==> src/rtl/mem_arbiter_pkg.sv <==
// mem_pkg: shared types and address-mapping helpers for the SDRAM arbiter.
//   state_t  : arbiter FSM state (IDLE, BUSY)
//   src_t    : which requester owns the access in flight
//   map_cpu  : Z80 address -> SDRAM byte address (ROM shadow below 4000)
//   map_vid  : screen offset -> SDRAM byte address (inside the CPU RAM map)
//   Addresses are computed at 32 bits; callers truncate to their own width.
package mem_pkg;

   typedef enum logic {IDLE, BUSY} state_t;

   typedef enum logic [1:0] {SRC_VID, SRC_CPU, SRC_LDR} src_t;

   localparam logic [23:0] ROM_BASE_DEF = 24'h000000;
   localparam logic [23:0] RAM_BASE_DEF = 24'h010000;
   localparam logic [15:0] ROM_TOP      = 16'h4000;   // CPU 0000-3FFF is ROM
   localparam logic [15:0] VID_OFS      = 16'h4000;   // screen lives at CPU 4000

   function automatic logic [31:0] map_cpu(input logic [15:0] ca,
                                           input logic [31:0] rom_base,
                                           input logic [31:0] ram_base);
      return (ca < ROM_TOP) ? rom_base + {16'h0, ca} : ram_base + {16'h0, ca};
   endfunction

   function automatic logic [31:0] map_vid(input logic [12:0] va,
                                           input logic [31:0] ram_base);
      return ram_base + {16'h0, VID_OFS} + {19'h0, va};
   endfunction

endpackage

==> src/rtl/mem_arbiter_if.sv <==
// mem_arbiter_if: every requester and sequencer signal of the arbiter.
//   slave  : arbiter view (takes requests, drives the sequencer command)
//   master : system view (requesters, mist_io loader and SDRAM sequencer)
// Signals:
//   ready                     SDRAM init complete
//   vreq/va -> vq/vvalid      video fetch
//   creq/cwe/ca/cd -> cq/cack CPU access
//   lwr/la/ld -> lfull        loader writes
//   err                       sticky dropped-write / video overrun
//   sreq/swe/sa/sd <- sq/sack sequencer command and completion
interface mem_arbiter_if #(parameter int AW = 24);
   logic          ready;
   logic          vreq;
   logic [12:0]   va;
   logic [7:0]    vq;
   logic          vvalid;
   logic          creq;
   logic          cwe;
   logic [15:0]   ca;
   logic [7:0]    cd;
   logic [7:0]    cq;
   logic          cack;
   logic          lwr;
   logic [AW-1:0] la;
   logic [7:0]    ld;
   logic          lfull;
   logic          err;
   logic          sreq;
   logic          swe;
   logic [AW-1:0] sa;
   logic [7:0]    sd;
   logic [7:0]    sq;
   logic          sack;

   modport slave (
      input  ready, vreq, va, creq, cwe, ca, cd, lwr, la, ld, sq, sack,
      output vq, vvalid, cq, cack, lfull, err, sreq, swe, sa, sd
   );

   modport master (
      output ready, vreq, va, creq, cwe, ca, cd, lwr, la, ld, sq, sack,
      input  vq, vvalid, cq, cack, lfull, err, sreq, swe, sa, sd
   );
endinterface

==> src/rtl/mem_arbiter_fifo.sv <==
// mem_fifo: synchronous FIFO holding loader writes ({address, data}).
//   clock, reset : clock, asynchronous active-low reset
//   push/din     : write an entry (ignored when full unless popping too)
//   pop/dout     : dout is the head entry, pop advances it
//   full/empty   : occupancy flags
// Push and pop in the same cycle while full is accepted: the write slot is the
// one being vacated, and dout is read combinationally before the edge.
module mem_fifo #(
   parameter int W     = 32,
   parameter int DEPTH = 4
) (
   input  logic         clock,
   input  logic         reset,
   input  logic         push,
   input  logic [W-1:0] din,
   input  logic         pop,
   output logic [W-1:0] dout,
   output logic         full,
   output logic         empty
);
   localparam int PW = $clog2(DEPTH);

   logic [W-1:0] mem [DEPTH];
   logic [PW:0]  wptr, rptr;    // extra MSB tells full from empty
   logic         do_push, do_pop;

   assign empty   = (wptr == rptr);
   assign full    = (wptr[PW] != rptr[PW]) && (wptr[PW-1:0] == rptr[PW-1:0]);
   assign do_pop  = pop && !empty;
   assign do_push = push && (!full || do_pop);
   assign dout    = mem[rptr[PW-1:0]];

   always_ff @(posedge clock or negedge reset) begin
      if (!reset) begin
         wptr <= '0;
         rptr <= '0;
      end else begin
         if (do_push) wptr <= wptr + 1'b1;
         if (do_pop)  rptr <= rptr + 1'b1;
      end
   end

   always_ff @(posedge clock) begin
      if (do_push) mem[wptr[PW-1:0]] <= din;
   end
endmodule

==> src/rtl/mem_arbiter.sv <==
// mem_arbiter: shares the byte-wide SDRAM command port between video fetch,
// the Z80 CPU and the ROM/image loader. One access in flight at a time.
// Priority: video > (loader if its FIFO is full) > CPU > loader.
// Ports:
//   clock  system clock
//   reset  asynchronous, active-low; drops sreq immediately
//   bus    mem_arbiter_if.slave (requesters, loader, sequencer)
// Parameters:
//   AW        SDRAM byte-address width
//   LDEPTH    loader FIFO depth (power of 2, >= 2)
//   ROM_BASE  SDRAM base of the 16K ROM image
//   RAM_BASE  SDRAM base of the 64K CPU map
//   ROM_WP    1 = CPU writes to 0000-3FFF are discarded
module mem_arbiter
   import mem_pkg::*;
#(
   parameter int            AW       = 24,
   parameter int            LDEPTH   = 4,
   parameter logic [AW-1:0] ROM_BASE = AW'(ROM_BASE_DEF),
   parameter logic [AW-1:0] RAM_BASE = AW'(RAM_BASE_DEF),
   parameter bit            ROM_WP   = 1'b1
) (
   input  logic          clock,
   input  logic          reset,
   mem_arbiter_if.slave  bus
);

   typedef struct packed {
      logic          we;
      logic [AW-1:0] a;
      logic [7:0]    d;
   } req_t;

   state_t        state, state_nx;
   logic          grant;
   src_t          gsrc, gsrc_r;
   req_t          gq;

   logic          vpend;
   logic [12:0]   va_r;
   logic          cpend;
   req_t          creq_r;

   logic          cpu_wp, cpu_take, wp_dly;
   logic          vid_gnt, cpu_gnt, ldr_gnt;

   logic          f_push, f_pop, f_full, f_empty, f_drop;
   logic [AW+7:0] f_dout;

   logic          sreq_r, swe_r, vvalid_r, cack_r, err_r;
   logic [AW-1:0] sa_r;
   logic [7:0]    sd_r, vq_r, cq_r;

   // Protected ROM writes are answered locally and never become pending.
   assign cpu_wp   = ROM_WP && bus.cwe && (bus.ca < ROM_TOP);
   assign cpu_take = bus.creq && !cpu_wp;

   assign vid_gnt  = grant && (gsrc == SRC_VID);
   assign cpu_gnt  = grant && (gsrc == SRC_CPU);
   assign ldr_gnt  = grant && (gsrc == SRC_LDR);

   // Loader FIFO: a write while full survives only if the head pops this cycle.
   assign f_pop    = ldr_gnt;
   assign f_push   = bus.lwr && (!f_full || f_pop);
   assign f_drop   = bus.lwr && f_full && !f_pop;

   mem_fifo #(.W(AW + 8), .DEPTH(LDEPTH)) u_fifo (
      .clock (clock),
      .reset (reset),
      .push  (f_push),
      .din   ({bus.la, bus.ld}),
      .pop   (f_pop),
      .dout  (f_dout),
      .full  (f_full),
      .empty (f_empty)
   );

   // ---------------- FSM ----------------
   always_ff @(posedge clock or negedge reset) begin
      if (!reset) state <= IDLE;
      else        state <= state_nx;
   end

   always_comb begin
      state_nx = state;
      grant    = 1'b0;
      gsrc     = SRC_VID;
      case (state)
         IDLE: begin
            if (bus.ready && (vpend || cpend || !f_empty)) begin
               grant    = 1'b1;
               state_nx = BUSY;
               if (vpend)       gsrc = SRC_VID;
               else if (f_full) gsrc = SRC_LDR;   // full loader overtakes the CPU
               else if (cpend)  gsrc = SRC_CPU;
               else             gsrc = SRC_LDR;
            end
         end
         BUSY: begin
            if (bus.sack) state_nx = IDLE;
         end
         default: state_nx = IDLE;
      endcase
   end

   // Command for the winner, mapped to an SDRAM address.
   always_comb begin
      gq = '0;
      case (gsrc)
         SRC_VID: gq = '{we: 1'b0, a: AW'(map_vid(va_r, 32'(RAM_BASE))), d: 8'h00};
         SRC_CPU: gq = creq_r;
         SRC_LDR: gq = '{we: 1'b1, a: f_dout[AW+7:8], d: f_dout[7:0]};
         default: gq = '0;
      endcase
   end

   // ---------------- pending latches ----------------
   // A new strobe wins over its own grant: the latch stays set with new data.
   always_ff @(posedge clock or negedge reset) begin
      if (!reset) begin
         vpend  <= 1'b0;
         va_r   <= '0;
         cpend  <= 1'b0;
         creq_r <= '0;
         wp_dly <= 1'b0;
         err_r  <= 1'b0;
      end else begin
         if (bus.vreq) begin
            vpend <= 1'b1;
            va_r  <= bus.va;
         end else if (vid_gnt) begin
            vpend <= 1'b0;
         end

         if (cpu_take) begin
            cpend  <= 1'b1;
            creq_r <= '{we: bus.cwe,
                        a:  AW'(map_cpu(bus.ca, 32'(ROM_BASE), 32'(RAM_BASE))),
                        d:  bus.cd};
         end else if (cpu_gnt) begin
            cpend <= 1'b0;
         end

         wp_dly <= bus.creq && cpu_wp;

         // Overrun only when an unserved fetch is actually overwritten.
         if (f_drop || (bus.vreq && vpend && !vid_gnt)) err_r <= 1'b1;
      end
   end

   // ---------------- sequencer command / completion ----------------
   always_ff @(posedge clock or negedge reset) begin
      if (!reset) begin
         sreq_r   <= 1'b0;
         swe_r    <= 1'b0;
         sa_r     <= '0;
         sd_r     <= '0;
         gsrc_r   <= SRC_VID;
         vq_r     <= '0;
         vvalid_r <= 1'b0;
         cq_r     <= '0;
         cack_r   <= 1'b0;
      end else begin
         vvalid_r <= 1'b0;
         cack_r   <= wp_dly;   // protected write acks 2 cycles after creq
         if (grant) begin
            sreq_r <= 1'b1;
            swe_r  <= gq.we;
            sa_r   <= gq.a;
            sd_r   <= gq.d;
            gsrc_r <= gsrc;
         end else if (state == BUSY && bus.sack) begin
            sreq_r <= 1'b0;
            case (gsrc_r)
               SRC_VID: begin
                  vq_r     <= bus.sq;
                  vvalid_r <= 1'b1;
               end
               SRC_CPU: begin
                  if (!swe_r) cq_r <= bus.sq;
                  cack_r <= 1'b1;
               end
               default: ;
            endcase
         end
      end
   end

   assign bus.sreq   = sreq_r;
   assign bus.swe    = swe_r;
   assign bus.sa     = sa_r;
   assign bus.sd     = sd_r;
   assign bus.vq     = vq_r;
   assign bus.vvalid = vvalid_r;
   assign bus.cq     = cq_r;
   assign bus.cack   = cack_r;
   assign bus.lfull  = f_full;
   assign bus.err    = err_r;

endmodule
==> src/flat_wrapper.sv <==
// flat-port wrapper written by rule: the top's interface ports become plain ports
module mem_arbiter_flat import mem_pkg::*;
#(
   parameter int            AW       = 24,
   parameter int            LDEPTH   = 4,
   parameter logic [AW-1:0] ROM_BASE = AW'(ROM_BASE_DEF),
   parameter logic [AW-1:0] RAM_BASE = AW'(RAM_BASE_DEF),
   parameter bit            ROM_WP   = 1'b1
)
  (clock, reset, bus_ready, bus_vreq, bus_va, bus_creq, bus_cwe, bus_ca, bus_cd, bus_lwr, bus_la, bus_ld, bus_sq, bus_sack, bus_vq, bus_vvalid, bus_cq, bus_cack, bus_lfull, bus_err, bus_sreq, bus_swe, bus_sa, bus_sd);
  mem_arbiter_if #(.AW(AW)) bus_i ();
  input  logic clock;
  input  logic reset;
  input wire logic [$bits(bus_i.ready)-1:0] bus_ready;
  input wire logic [$bits(bus_i.vreq)-1:0] bus_vreq;
  input wire logic [$bits(bus_i.va)-1:0] bus_va;
  input wire logic [$bits(bus_i.creq)-1:0] bus_creq;
  input wire logic [$bits(bus_i.cwe)-1:0] bus_cwe;
  input wire logic [$bits(bus_i.ca)-1:0] bus_ca;
  input wire logic [$bits(bus_i.cd)-1:0] bus_cd;
  input wire logic [$bits(bus_i.lwr)-1:0] bus_lwr;
  input wire logic [$bits(bus_i.la)-1:0] bus_la;
  input wire logic [$bits(bus_i.ld)-1:0] bus_ld;
  input wire logic [$bits(bus_i.sq)-1:0] bus_sq;
  input wire logic [$bits(bus_i.sack)-1:0] bus_sack;
  output wire logic [$bits(bus_i.vq)-1:0] bus_vq;
  output wire logic [$bits(bus_i.vvalid)-1:0] bus_vvalid;
  output wire logic [$bits(bus_i.cq)-1:0] bus_cq;
  output wire logic [$bits(bus_i.cack)-1:0] bus_cack;
  output wire logic [$bits(bus_i.lfull)-1:0] bus_lfull;
  output wire logic [$bits(bus_i.err)-1:0] bus_err;
  output wire logic [$bits(bus_i.sreq)-1:0] bus_sreq;
  output wire logic [$bits(bus_i.swe)-1:0] bus_swe;
  output wire logic [$bits(bus_i.sa)-1:0] bus_sa;
  output wire logic [$bits(bus_i.sd)-1:0] bus_sd;
  assign bus_i.ready = bus_ready;
  assign bus_i.vreq = bus_vreq;
  assign bus_i.va = bus_va;
  assign bus_i.creq = bus_creq;
  assign bus_i.cwe = bus_cwe;
  assign bus_i.ca = bus_ca;
  assign bus_i.cd = bus_cd;
  assign bus_i.lwr = bus_lwr;
  assign bus_i.la = bus_la;
  assign bus_i.ld = bus_ld;
  assign bus_i.sq = bus_sq;
  assign bus_i.sack = bus_sack;
  assign bus_vq = bus_i.vq;
  assign bus_vvalid = bus_i.vvalid;
  assign bus_cq = bus_i.cq;
  assign bus_cack = bus_i.cack;
  assign bus_lfull = bus_i.lfull;
  assign bus_err = bus_i.err;
  assign bus_sreq = bus_i.sreq;
  assign bus_swe = bus_i.swe;
  assign bus_sa = bus_i.sa;
  assign bus_sd = bus_i.sd;
  mem_arbiter #(.AW(AW), .LDEPTH(LDEPTH), .ROM_BASE(ROM_BASE), .RAM_BASE(RAM_BASE), .ROM_WP(ROM_WP)) u_core (.clock(clock), .reset(reset), .bus(bus_i));
endmodule
==> config.mk <==
export PLATFORM = sky130hd
export DESIGN_NAME = mem_arbiter_flat
export DESIGN_NICKNAME = d
export VERILOG_FILES = /design/src/rtl/mem_arbiter_pkg.sv /design/src/rtl/mem_arbiter_if.sv /design/src/rtl/mem_arbiter_fifo.sv /design/src/rtl/mem_arbiter.sv /design/src/flat_wrapper.sv
export SDC_FILE = /design/constraint.sdc
export NUM_CORES = 1
export LEC_CHECK = 0
export BUFFER_PORTS_ARGS = -buffer_cell sky130_fd_sc_hd__buf_4
export CORE_MARGIN = 2
export CORE_UTILIZATION = 51
export CTS_BUF_LIST = sky130_fd_sc_hd__clkbuf_16
export CTS_CLUSTER_SIZE = 24
export DETAILED_ROUTE_END_ITERATION = 6
export GPL_TIMING_DRIVEN = 0
export PLACE_DENSITY = 0.75
export RECOVER_POWER = 100
export SYNTH_ARGS = -nofsm -noshare
export SYNTH_HDL_FRONTEND = slang
export SYNTH_HIERARCHICAL = 1
export SYNTH_SLANG_ARGS = --single-unit
==> constraint.sdc <==
create_clock -name clock -period 3.65 [get_ports clock]
set_input_delay 0.5475 -clock clock [delete_from_list [all_inputs] [get_ports clock]]
set_output_delay 0.5475 -clock clock [all_outputs]
set_load 0.05 [all_outputs]
==> reports/metrics.csv, run 1 <==
metric,value,unit
Synth-to-Final Area Change,17.9,%
CTS tree,yes,
Comb pwr share,33.9,%
Syn Area/Cell,16.8,um^2
clock power share,24.2,%
GRT Resource Usage Total,21.0,%
first-pass GRT wire length,32000,um
CP arrival,3560,ps
post-CTS setup buffer count,0,
vias in the first global route,5797,
largest net degree at the start of global routing,105,
routed len/inst,21.1,um
Seq pwr share,41.9,%
RD Place Congestion,0.812,
run status,"complete, but fails checks",
crit share post-route,93.8,%
RSZ-0062 raised after global routing,no,
DP Area,10700,um^2
Main synth FF type,edfxtp_1,
GRT overflow,0,
internal power,5.61,mW
Final Max Slew Viols,105,
Pwr Total,8.73,mW
Synth Cell Area,9350,um^2
WHS,270,ps
Fill cells,1365,
Least-Margin Pin Slew,2550,ps
Setup Skew,11.7,ps
critical path class,reg -> reg,
clock buffer count from CTS,23,
initial core utilization,52.0,%
initial antenna violation count,1,
most frequent cells in the layout,"edfxtp_1, clkbuf_1, dfrtp_1, buf_4, mux2_2",
"Seq/Total Area, Yosys",69.0,%
die height,139,um
CP Capture Type,register,
Net Sw Power,3.12,mW
clock sink count,232,
num rows,49,
die area,19400,um^2
clock-pin slew on the worst setup and hold paths,60,ps
syn nets,647,
# DRC,0,
share of cells above drive strength 1,25.4,%
Die Wd,139,um
Unique masters post-synth,58,
CTS max path bufs,3,
First DRT Iteration DRCs,378,
leakage power,4.16,nW
1st-pass router iterations,4,
PortBufs,137,
vias per inst,5.80,
Worst-Skew Late Latency,500,ps
max cap viols,1,
DR vias,5605,
Final Net Count,810,
dpl hpwl,13900,um
switching part of the total,35.8,%
post-synthesis cell count,557,
failing checks,"max-capacitance violations, max-slew violations",
H-tree Lvls,1,
setup_tns,0,ps
Storage cell area,6450,um^2
Worst Setup Start Kind,register,
clock root cell,clkbuf_16,
Yosys Warn Count,6,
Final Setup Violations,0,
area of the multi-input gates,2700,um^2
worst min path class,in -> reg,
maximum vdd ir drop,0.464,mV
relative slew slack,-70.0,%
power density over the cells,792,nW/um^2
asr flop ratio synth,44.8,%
antenna-violating nets left,0,
Fin. Hold Viols,0,
DRT Wirelength,20400,um
crit path time final,3420,ps
Core Region,18000,um^2
Post-synth EDFFs,128,
Finished Cell Area,11000,um^2
"most common cell after layout, fill and taps aside",edfxtp_1,
Ports,139,
Fmax,292,MHz
Seq cells post-synth,232,
WP data required,3790,ps
worst-path maximum fanout,32,
-- cells by family after synthesis --
family / synth area share, %
mux: 15.5
flops: 69.0
fa+ha+maj: 0.669
buf+inv: 2.13
simple gates: 4.57
xor+xnor: 0.549
compound gates: 7.62
-- registers in the layout, indices dropped and copies added, names as in the netlist, 3 cells and up --
| name | flops |
|---|---|
| u_core/creq_r | 26 |
| u_core/bus.cq | 8 |
| u_core/bus.sa | 24 |
| u_core/u_fifo/wptr | 3 |
| u_core/va_r | 13 |
| u_core/bus.sd | 8 |
| u_core/u_fifo/mem | 128 |
| u_core/bus.vq | 8 |
| u_core/u_fifo/rptr | 3 |
-- stage by stage --
| step | utilization [%] | setup slack [ps] | cells |
|---|---|---|---|
| after global placement | 59.4 | -482 | 923 |
| after CTS | 63.2 | -94.6 | 964 |
| after floorplan | - | 111 | 557 |
| after detailed placement | 59.4 | -120 | 923 |
| final | 61.3 | 228 | 966 |
| after global routing | 61.3 | 45.1 | 966 |
-- power groups by stage --
stage                     registers, mW  logic [mW]  clock network, mW
after floorplan                    4.26        1.57                  0
after global placement             3.68        3.05                  0
after detailed placement           3.71        3.12                  0
after CTS                          3.67        3.14               2.17
after global routing               3.71        3.14               2.27
final                              3.66        2.96               2.11
-- path summary, 6_finish.rpt --
| path | from | to | slack [ps] | cells past startpoint |
|---|---|---|---|---|
| min in group asynchronous | reset | u_core/va_r[9] | 1090 | 2 |
| min reg2reg | u_core/wp_dly | u_core/bus.cack | 430 | 1 |
| max reg2reg | u_core/u_fifo/rptr[0] | u_core/u_fifo/mem[3][27] | 230 | 9 |
| max | u_core/u_fifo/rptr[0] | u_core/u_fifo/mem[3][27] | 230 | 9 |
| max in group asynchronous | reset | u_core/u_fifo/rptr[1] | 1080 | 2 |
| min | bus_sack | u_core/state | 270 | 2 |
-- routing by layer --
layer	track usage [%]	share of wire, %	vias to the layer above
met3	4.06	6.9	33
met1	28.1	41	2857
met4	6.22	2.0	0
li1	-	-	2506
met5	0	0	-
met2	35.4	50	209
-- Yosys cell counts (3+ instances only) --
cell      number  share of area [%]
edfxtp_1     128                 41
dfrtp_1      104                 28
mux2_2        52                6.3
o21ai_0       42                2.2
mux4_2        32                7.7
a31oi_1       20                1.3
clkbuf_1      16               0.64
buf_2         14               0.75
mux2i_1       12                1.3
a21oi_1       11               0.59
o31ai_1       11               0.88
nand2_1        9               0.36
nor4bb_1       9               0.96
nand3_1        8               0.43
nor2_1         8               0.32
inv_1          7               0.28
and3_1         6               0.40
o31ai_2        6               0.80
ha_1           5               0.67
a211oi_1       3               0.24
and3b_1        3               0.28
buf_1          3               0.12
nand2b_1       3               0.20
nor2b_1        3               0.20
nor3_1         3               0.16
-- final cells by class --
type                    count  area share (%)
plain buffers              37            1.51
multi-input cells         281            24.5
well taps                 229            2.60
repair buffers            138            6.44
flip-flops and latches    232            58.5
inverters                   7           0.261
clock inverters            18           0.908
diodes                      1          0.0227
clock buffers              23            5.22
-- worst max-delay path: stages, from the launching register on --
cell and delay (ps):
dfrtp_1 380, clkbuf_2 260, xor2_2 500, nor3_1 160, nor2b_1 180, or2_4 280
a21boi_1 540, and2_1 230, o41ai_2 110, inv_4 410
-- timing repair --
action / CTS / global route
hold buffers: 0 / 0
hold endpoints to repair: 0 / 0
resized for setup: 1 / 4
setup endpoints to repair: 128 / 128
Power figures use the tool's default switching activity.
==> run 2: changes to the inputs <==
--- a/config.mk
+++ b/config.mk
@@ -7,12 +7,11 @@
 export LEC_CHECK = 0
 export BUFFER_PORTS_ARGS = -buffer_cell sky130_fd_sc_hd__buf_4
 export CORE_MARGIN = 2
-export CORE_UTILIZATION = 51
+export CORE_UTILIZATION = 40
 export CTS_BUF_LIST = sky130_fd_sc_hd__clkbuf_16
 export CTS_CLUSTER_SIZE = 24
 export DETAILED_ROUTE_END_ITERATION = 6
 export GPL_TIMING_DRIVEN = 0
-export PLACE_DENSITY = 0.75
 export RECOVER_POWER = 100
 export SYNTH_ARGS = -nofsm -noshare
 export SYNTH_HDL_FRONTEND = slang
==> reports/metrics.csv, run 2 (synthesis gave the netlist of run 1 again) <==
metric,value,unit,change
met1 GRT Util,23.5,%,was 28.1%
hold depth,2,,unchanged
clock root cell,clkbuf_16,,unchanged
CTS max path bufs,3,,unchanged
worst min path class,in -> reg,,unchanged
Pwr Total,8.84,mW,was 8.73 mW
clock buffer count from CTS,23,,unchanged
vias in the first global route,5669,,"was 5,797"
largest net degree at the start of global routing,105,,unchanged
Die Wd,157,um,was 139 um
post-CTS setup buffer count,0,,unchanged
Largest register FFs,128,,unchanged
Core Region,22800,um^2,"was 18,000 um^2"
CTS tree,yes,,unchanged
power density over the cells,791,nW/um^2,was 792 nW/um^2
maximum vdd ir drop,0.258,mV,was 0.464 mV
Fin. Hold Viols,0,,unchanged
initial core utilization,41.0,%,was 52.0%
share of cells above drive strength 1,26.4,%,was 25.4%
1st-pass router iterations,4,,unchanged
CP peak stage delay,510,ps,was 540 ps
met3 GRT Util,3.32,%,was 4.06%
DRT Wirelength,21300,um,"was 20,400 um"
GRT overflow,0,,unchanged
worst-path maximum fanout,32,,unchanged
CP Cell Sequence,"buf_2, xor2_2, nor3_1, nor2b_1, or2_4, a21boi_1, and2_0, o41ai_2, inv_4",,"was clkbuf_2, xor2_2, nor3_1, nor2b_1, or2_4, a21boi_1, and2_1, o41ai_2, inv_4"
run status,finished clean,,"was complete, but fails checks"
RD Place Congestion,0.784,,was 0.812
max cap viols,0,,was 1
vias per inst,5.19,,was 5.80
first-pass GRT wire length,32600,um,"was 32,000 um"
dpl hpwl,14800,um,"was 13,900 um"
Setup Skew,23.7,ps,was 11.7 ps
setup_tns,0,ps,unchanged
Worst-Skew Late Latency,520,ps,was 500 ps
Synth-to-Final Area Change,19.5,%,was 17.9%
relative slew slack,11.4,%,was -70.0%
die height,157,um,was 139 um
num rows,55,,was 49
PortBufs,137,,unchanged
DR vias,5457,,"was 5,605"
Fmax,294,MHz,was 292 MHz
# DRC,0,,unchanged
Critical Path Slowest Stage Cell,a21boi_1,,unchanged
CP arrival,3540,ps,was 3560 ps
CP Capture Type,register,,unchanged
antenna-violating nets left,0,,unchanged
Final Setup Violations,0,,unchanged
most frequent cells in the layout,"edfxtp_1, clkbuf_1, dfrtp_1, mux2_2, buf_4",,"was edfxtp_1, clkbuf_1, dfrtp_1, buf_4, mux2_2"
crit path time final,3400,ps,was 3420 ps
First DRT Iteration DRCs,424,,was 378
Ports,139,,unchanged
Final Max Slew Viols,0,,was 105
critical path class,reg -> reg,,unchanged
Reg2Reg Setup Slack,250,ps,was 230 ps
Global Route met2 Usage,29.3,%,was 35.4%
"most common cell after layout, fill and taps aside",edfxtp_1,,unchanged
leakage power,4.18,nW,was 4.16 nW
crit share post-route,93.1,%,was 93.8%
RSZ-0062 raised after global routing,no,,unchanged
initial antenna violation count,1,,unchanged
clock-pin slew on the worst setup and hold paths,60,ps,about the same
GRT Resource Usage Total,17.5,%,was 21.0%
Top Usage Layer GRT,met2,,unchanged
die area,24600,um^2,"was 19,400 um^2"
Final Net Count,811,,was 810
clock sink count,232,,unchanged
WP data required,3790,ps,about the same
Least-Margin Pin Slew,1320,ps,was 2550 ps
r2r worst-path depth,9,,unchanged
H-tree Lvls,1,,unchanged
routed len/inst,20.3,um,was 21.1 um
Worst Setup Start Kind,register,,unchanged
-- run 2: cell count changes in the layout (fill, tap and decap cells not counted), moves of 2 or more --
cell,change
clkbuf_1,+2
clkbuf_2,-2
clkinv_1,-3
clkinv_2,+6
inv_1,-4
-- run 2: area by class of cell --
| cell class | count | area [um^2] |
|---|---|---|
| fillers | 1986 | 11600 |
| flip-flops and latches | 232 | 6450 |
| multi-input cells | 281 | 2710 |
| repair buffers | 139 | 716 |
| clock buffers | 23 | 576 |
| well taps | 313 | 392 |
| plain buffers | 37 | 163 |
| clock inverters | 19 | 143 |
| inverters | 7 | 28.8 |
| diodes | 1 | 2.50 |
-- run 2: worst max-delay path, delay by kind of cell, from the launching register on --
family,cells,cell delay [ps]
flip-flops,1,340
buffers and inverters,2,710
AND/OR/NAND/NOR,4,880
AO/OA/AOI/OAI,2,630
XOR/XNOR,1,440
-- run 2: repair_timing --
action / 4_1_cts / 5_1_grt
endpoints found under the setup margin: 128 / 128
hold buffers: 0 / 1
cloned: 0 / 0
gates resized for setup: 1 / 4
hold endpoints to repair: 0 / 12
-- run 2: path summary, 6_finish.rpt --
path / endpoint / start
max: u_core/u_fifo/mem[3][10] / u_core/u_fifo/rptr[0]
min: u_core/state / bus_sack
max reg2reg: u_core/u_fifo/mem[3][10] / u_core/u_fifo/rptr[0]
min reg2reg: u_core/bus.cack / u_core/wp_dly
max in group asynchronous: u_core/creq_r[6] / reset
min in group asynchronous: u_core/creq_r[12] / reset
-- run 2: metal layers --
metal  share of wire (%)  routed length (um)  vias up
met5                   0                   0        -
met4                 1.9                 401        0
met3                 6.3                1340       22
met2                  49               10400      154
met1                  43                9250     2780
li1                    -                   -     2501
-- run 2: report_power, final --
part | leakage [nW] | total [mW] | internal, mW | switching [mW]
Clock | 0.372 | 2.25 | 1.29 | 0.958
Combinational | 1.39 | 2.95 | 0.981 | 1.97
Sequential | 2.42 | 3.64 | 3.41 | 0.227
-- run 2: through the flow --
| step | setup slack (ps) | cells | hold slack (ps) | instance area [um^2] | utilization [%] |
|---|---|---|---|---|---|
| after floorplan | 111 | 557 | 252 | 9360 | - |
| after CTS | -64.8 | 1049 | 209 | 11500 | 50.5 |
| final | 251 | 1052 | 233 | 11200 | 49.0 |
| after global placement | -600 | 1007 | 423 | 10800 | 47.3 |
| after global routing | 45.9 | 1051 | 208 | 11200 | 49.0 |
| after detailed placement | -78.0 | 1007 | 418 | 10800 | 47.3 |
